$ cat src/rtl/switch_port_arbiter.sv
// Per-output round-robin arbiter with a registered, pipeline-through output stage.
// Inputs addressing a nonexistent port are accepted and reported on drop_out.
module switch_port_arbiter #(
  parameter int NUM_PORTS  = 4,
  parameter int DATA_WIDTH = 8,
  parameter int ADDR_WIDTH = 8,
  parameter int SRC_WIDTH  = $clog2(NUM_PORTS)
) (
  input  logic                             clk,
  input  logic                             reset,
  input  logic [NUM_PORTS-1:0]             valid_in,
  input  logic [NUM_PORTS*ADDR_WIDTH-1:0]  addr_in,
  input  logic [NUM_PORTS*DATA_WIDTH-1:0]  data_in,
  output logic [NUM_PORTS-1:0]             ready_in,
  output logic [NUM_PORTS*DATA_WIDTH-1:0]  data_out,
  output logic [NUM_PORTS-1:0]             valid_out,
  output logic [NUM_PORTS*SRC_WIDTH-1:0]   src_out,
  input  logic [NUM_PORTS-1:0]             ready_out,
  output logic [NUM_PORTS-1:0]             drop_out
);

  localparam logic [ADDR_WIDTH-1:0] NUM_PORTS_A = ADDR_WIDTH'(NUM_PORTS);

  logic [NUM_PORTS-1:0][SRC_WIDTH-1:0]  ptr_q, ptr_d;
  logic [NUM_PORTS-1:0][DATA_WIDTH-1:0] data_q, data_d;
  logic [NUM_PORTS-1:0][SRC_WIDTH-1:0]  src_q, src_d;
  logic [NUM_PORTS-1:0]                 valid_q, valid_d;
  logic [NUM_PORTS-1:0]                 drop_q, drop_d;

  logic [NUM_PORTS-1:0]                 ready_s;
  logic [NUM_PORTS-1:0]                 found_s;
  logic [NUM_PORTS-1:0][SRC_WIDTH-1:0]  gsel_s;
  logic [SRC_WIDTH-1:0]                 idx_s;

  // Arbitration, output-stage next state and illegal-address drops
  always_comb begin
    ptr_d   = ptr_q;
    data_d  = data_q;
    src_d   = src_q;
    valid_d = valid_q;
    drop_d  = '0;
    ready_s = '0;
    found_s = '0;
    gsel_s  = '0;
    idx_s   = '0;

    for (int o = 0; o < NUM_PORTS; o++) begin
      if (valid_q[o] && ready_out[o]) begin
        valid_d[o] = 1'b0;
      end else begin
        valid_d[o] = valid_q[o];
      end

      // Scan cyclically from the pointer; the first hit wins
      if (!reset && (!valid_q[o] || ready_out[o])) begin
        for (int k = 0; k < NUM_PORTS; k++) begin
          idx_s = SRC_WIDTH'((int'(ptr_q[o]) + k) % NUM_PORTS);
          if (!found_s[o] && valid_in[idx_s] &&
              (addr_in[idx_s*ADDR_WIDTH +: ADDR_WIDTH] == ADDR_WIDTH'(o))) begin
            found_s[o] = 1'b1;
            gsel_s[o]  = idx_s;
          end else begin
            found_s[o] = found_s[o];
          end
        end
      end else begin
        found_s[o] = 1'b0;
      end

      if (found_s[o]) begin
        ready_s[gsel_s[o]] = 1'b1;
        data_d[o]  = data_in[gsel_s[o]*DATA_WIDTH +: DATA_WIDTH];
        src_d[o]   = gsel_s[o];
        valid_d[o] = 1'b1;
        ptr_d[o]   = SRC_WIDTH'((int'(gsel_s[o]) + 1) % NUM_PORTS);
      end else begin
        ptr_d[o] = ptr_q[o];
      end
    end

    for (int i = 0; i < NUM_PORTS; i++) begin
      if (!reset && valid_in[i] && (addr_in[i*ADDR_WIDTH +: ADDR_WIDTH] >= NUM_PORTS_A)) begin
        ready_s[i] = 1'b1;
        drop_d[i]  = 1'b1;
      end else begin
        drop_d[i] = 1'b0;
      end
    end
  end

  // State registers with synchronous reset
  always_ff @(posedge clk) begin
    if (reset) begin
      ptr_q   <= '0;
      data_q  <= '0;
      src_q   <= '0;
      valid_q <= '0;
      drop_q  <= '0;
    end else begin
      ptr_q   <= ptr_d;
      data_q  <= data_d;
      src_q   <= src_d;
      valid_q <= valid_d;
      drop_q  <= drop_d;
    end
  end

  assign ready_in  = ready_s;
  assign data_out  = data_q;
  assign src_out   = src_q;
  assign valid_out = valid_q;
  assign drop_out  = drop_q;

endmodule

$ cat config.mk
export PLATFORM = sky130hd
export DESIGN_NAME = switch_port_arbiter
export DESIGN_NICKNAME = d
export VERILOG_FILES = /design/src/rtl/switch_port_arbiter.sv
export SDC_FILE = /design/constraint.sdc
export NUM_CORES = 1
export LEC_CHECK = 0
export CORE_AREA = 2 2 103 105
export DETAILED_ROUTE_END_ITERATION = 8
export DIE_AREA = 0 0 105 107
export GPL_TIMING_DRIVEN = 0
export PLACE_DENSITY_LB_ADDON = 0.25
export SYNTH_ARGS = -nofsm -noshare
export SYNTH_HDL_FRONTEND = slang
export SYNTH_SLANG_ARGS = --single-unit
export TNS_END_PERCENT = 5
$ cat constraint.sdc
create_clock -name clk -period 3.6 [get_ports clk]
set_clock_uncertainty 0.15 [all_clocks]
set_input_delay 0.54 -clock clk [delete_from_list [all_inputs] [get_ports clk]]
set_output_delay 0.54 -clock clk [all_outputs]
set_load 0.005 [all_outputs]
==> impl_results.md <==
* Cell Area, Placed at 5420 um^2
* Slew Limit Fails at 0
* Largest net degree at the start of global routing at 17
* CP max FO at 4
* DRT Pass-1 Iters at 4
* Hpwl dp at around 11 mm
* Final Util at between 60% and 70%
* Area delta synth->final at 58.7%
* Final Hold Viols at 0
* Fmax at about 260 MHz
* CTS buffer count at 5
* Failing checks: setup timing
* First-pass GRT wire length at between 20 and 25 mm
* Synth Area in XOR/XNOR at 0%
* Max-cap viol count at 0
* Worst setup EP type: primary output
* Clock Power Share at 32.9%
* Worst R2R Path Depth at 10
* Row Count at 37
* Slowest stage cell, crit path: or4_4
* Vias per Instance at between 5 and 6
* Crit-path leading delay family: simple AND/OR/NAND/NOR gates
* CTS tree: done
* Post-synth EDFFs at 0
* Core area at 10100 um^2
* RSZ-0062 raised after global routing: true
* Final Net Count at between 700 and 800
* Synth Area in Compound Gates at approximately a fifth
* Reg clk slew, reported paths at roughly 0.11 ns
* Quantity of I/O buffers inserted on ports at about 130
* Kind of critical path: in2out
* Int Power at 0.958 mW
* Pwr Density at between 200 and 250 nW/um^2
* Tot Pwr at 1.31 mW
* Root buffer cell: clkbuf_8
* Initial core utilization at about two fifths
* Ys async rst share at 0%
* Ant. Diodes at 0
* WP data arrival at roughly 3.1 ns
* Mapped Cells at between 400 and 500
* R2R Setup Slk at between 0.8 and 0.9 ns
* Die H at about 110 um
* Clock latency on the worst-skew pair at 0.32 ns
* Worst setup path startpoint: addr_in[21]
* WL final at around 16 mm
* Final Cycle Share at 105%
* Netlist cell types at 70
* Synth Area in Simple Gates at between 20% and 30%
* Syn avg cell area at about 8.6 um^2
* 1st-iter DRT viols at around 240
* Post-synthesis sequential area ratio at around 28%
* Ports at 126
* Switch share at 26.6%
* Clock sinks at 56
* Vias in the first global route at 4624
* CP Cell Sequence: dlygate4sd2_1 -> or4_4 -> or4_4 -> o31a_1 -> o221ai_2 -> o211ai_1 -> buf_4 -> ha_4 -> a221oi_4 -> nand2_1 -> buf_2
* Most common cell after layout, fill and taps aside: clkdlybuf4s50_1
* FF+latch count, synth at 56
* Post-synthesis adder-cell area fraction at slightly above 5%
* Ys flop type: dfxtp_1
* Worst EP required at 2.91 ns
* Setup crit end: ready_in[1]
* Most frequent cells in the layout: clkdlybuf4s50_1 (87), nand2_1 (66), dfxtp_1 (56), mux2i_1 (45), buf_4 (44)
* Maximum vdd drop at 160 uV
* Routed WL per cell at 19.9 um
* CP Launch Type: primary input
* Final WS setup at -0.176 ns
* Largest family of logic cells by synthesized area: simple AND/OR/NAND/NOR gates
* Final setup viols at 4
* Leak pwr at 2.61 nW
* CTS H-Tree Depth at 2
* Outcome: finished with violations
* Max incr delay on CP at 0.47 ns
* Initial antenna violation count at 0
* Synth Net Count at approximately 550
* CP bufs+invs at 3
* Multiplexer share of the synthesized area at 17.5%
* Least-Margin Pin Slew at roughly 0.76 ns
* Crit. path cell count at 11
* Slew margin rel. at about 49%
* Deepest clock path buffer count at 2
* Min cycle time layout at ~3.8 ns
* Total gr overflow at 0
* CTS hold repair buffers at 0
* Sw Pwr at about 0.35 mW
* Post-layout instance area at 6320 um^2
* Die Area at about 11000 um^2
* Most common cell on crit path: or4_4
* Ratio of cells with drive above 1 in the final layout at roughly 28%
* Mapped Area at between 3000 and 4000 um^2
* Routed vias at 4574
* HP Class: reg2reg
* GRT Overall Usage at around 27%
* Yosys warns at 0
* Reg power frac at about half
* DRC at 0
* Die width at 105 um
* Endpoint of the worst-slack reg-to-reg timing path: data_out[24]
* GP Congestion at between 1 and 1.5
* Crit Reg-Reg Startpoint: ptr_q[6]
* Routed Antenna Nets at 0
* Logic pwr share at between 10% and 20%
stage by stage:
stage | hold WS, ns | cells | setup TNS (ns) | setup slack (ns)
2_1_floorplan | 0.289 | 464 | -0.109 | -0.0637
3_3_place_gp | 0.282 | 725 | -12.03 | -1.43
3_5_place_dp | 0.285 | 725 | -13.79 | -1.44
4_1_cts | 0.302 | 773 | -0.467 | -0.135
5_1_grt | 0.320 | 778 | -1.15 | -0.314
6_report | 0.304 | 778 | -0.663 | -0.176
worst min-delay path by stage:
stage	start	endpoint	slack, ns	cells past startpoint
2_1_floorplan	src_out[0]	src_out[0]	0.29	2
3_3_place_gp	src_out[1]	src_out[1]	0.28	2
3_5_place_dp	src_out[7]	src_out[7]	0.29	2
4_1_cts	src_out[7]	src_out[7]	0.30	2
5_1_grt	src_out[0]	src_out[0]	0.32	2
6_report	src_out[0]	src_out[0]	0.30	2
worst min-delay path, cell delays in order, from the launching register on:
cell     delay [ns]
dfxtp_1        0.33
nand2_1        0.05
nand2_1        0.04
timing repair:
item | CTS | global route
cloned | 1 | 0
pin swaps | 54 | 7
setup buffers | 43 | 5
resized for setup | 205 | 8
setup endpoints to repair | 11 | 4
per-layer routing:
layer  GRT usage (%)  part of all wire [%]
met5               0                     0
met4            11.7                   3.6
met3            4.92                   7.9
met2            47.4                    49
met1            33.5                    39
flip-flops by register name, summed over array words and instances (netlist names):
name,count
data_out,32
src_out,8
drop_out,4
valid_out,4
ptr_q,8
cells by family (layout without fill, tap and decap cells):
| group | Yosys count | count (layout) |
|---|---|---|
| AO/OA/AOI/OAI | 112 | 112 |
| adder cells (fa/ha/maj) | 16 | 16 |
| buffers and inverters | 40 | 218 |
| flip-flops | 56 | 56 |
| multiplexers | 64 | 64 |
| AND/OR/NAND/NOR | 176 | 176 |
power groups by stage:
stage	combinational [mW]	clock, mW	sequential, mW
after floorplan	0.0707	0	0.643
after global placement	0.219	0	0.643
after detailed placement	0.222	0	0.643
after CTS	0.241	0.439	0.629
after global routing	0.260	0.464	0.630
final	0.247	0.430	0.629
cells in the mapped netlist, drive strengths merged (2+ instances only):
library cell	number	area, um^2
nand2	67	251
dfxtp	56	1120
mux2i	45	450
nor2	26	97.6
a21oi	25	125
ha	16	200
inv	16	62.6
mux2	16	180
o21ai	16	91.3
clkbuf	14	52.6
o221ai	14	123
nor4	11	111
buf	10	82.6
nor3	10	60.1
a221oi	9	85.1
nand3	9	45.0
o22ai	8	50.1
and3	7	43.8
nand2b	7	43.8
nor2b	6	37.5
and2	5	32.5
nor3b	5	37.5
or3b	5	43.8
a21o	4	32.5
a22oi	4	30.0
nand4b	4	35.0
o311a	4	40.0
or4	4	33.8
a211oi	3	22.5
a22o	3	26.3
a31oi	3	18.8
mux4	3	67.6
o2111ai	3	32.5
o21a	3	22.5
or3	3	18.8
nand4	2	12.5
o31ai	2	15.0
layout make-up:
cell class	instances	area (um^2)
inverter	16	77.6
clock inverter	2	35.0
timing repair buffer	174	1580
multi-input combinational	368	3080
sequential	56	1120
tap	136	170
buffer	20	178
clock buffer	6	72.6
fill	887	3780
(Power assumes the default switching activity.)
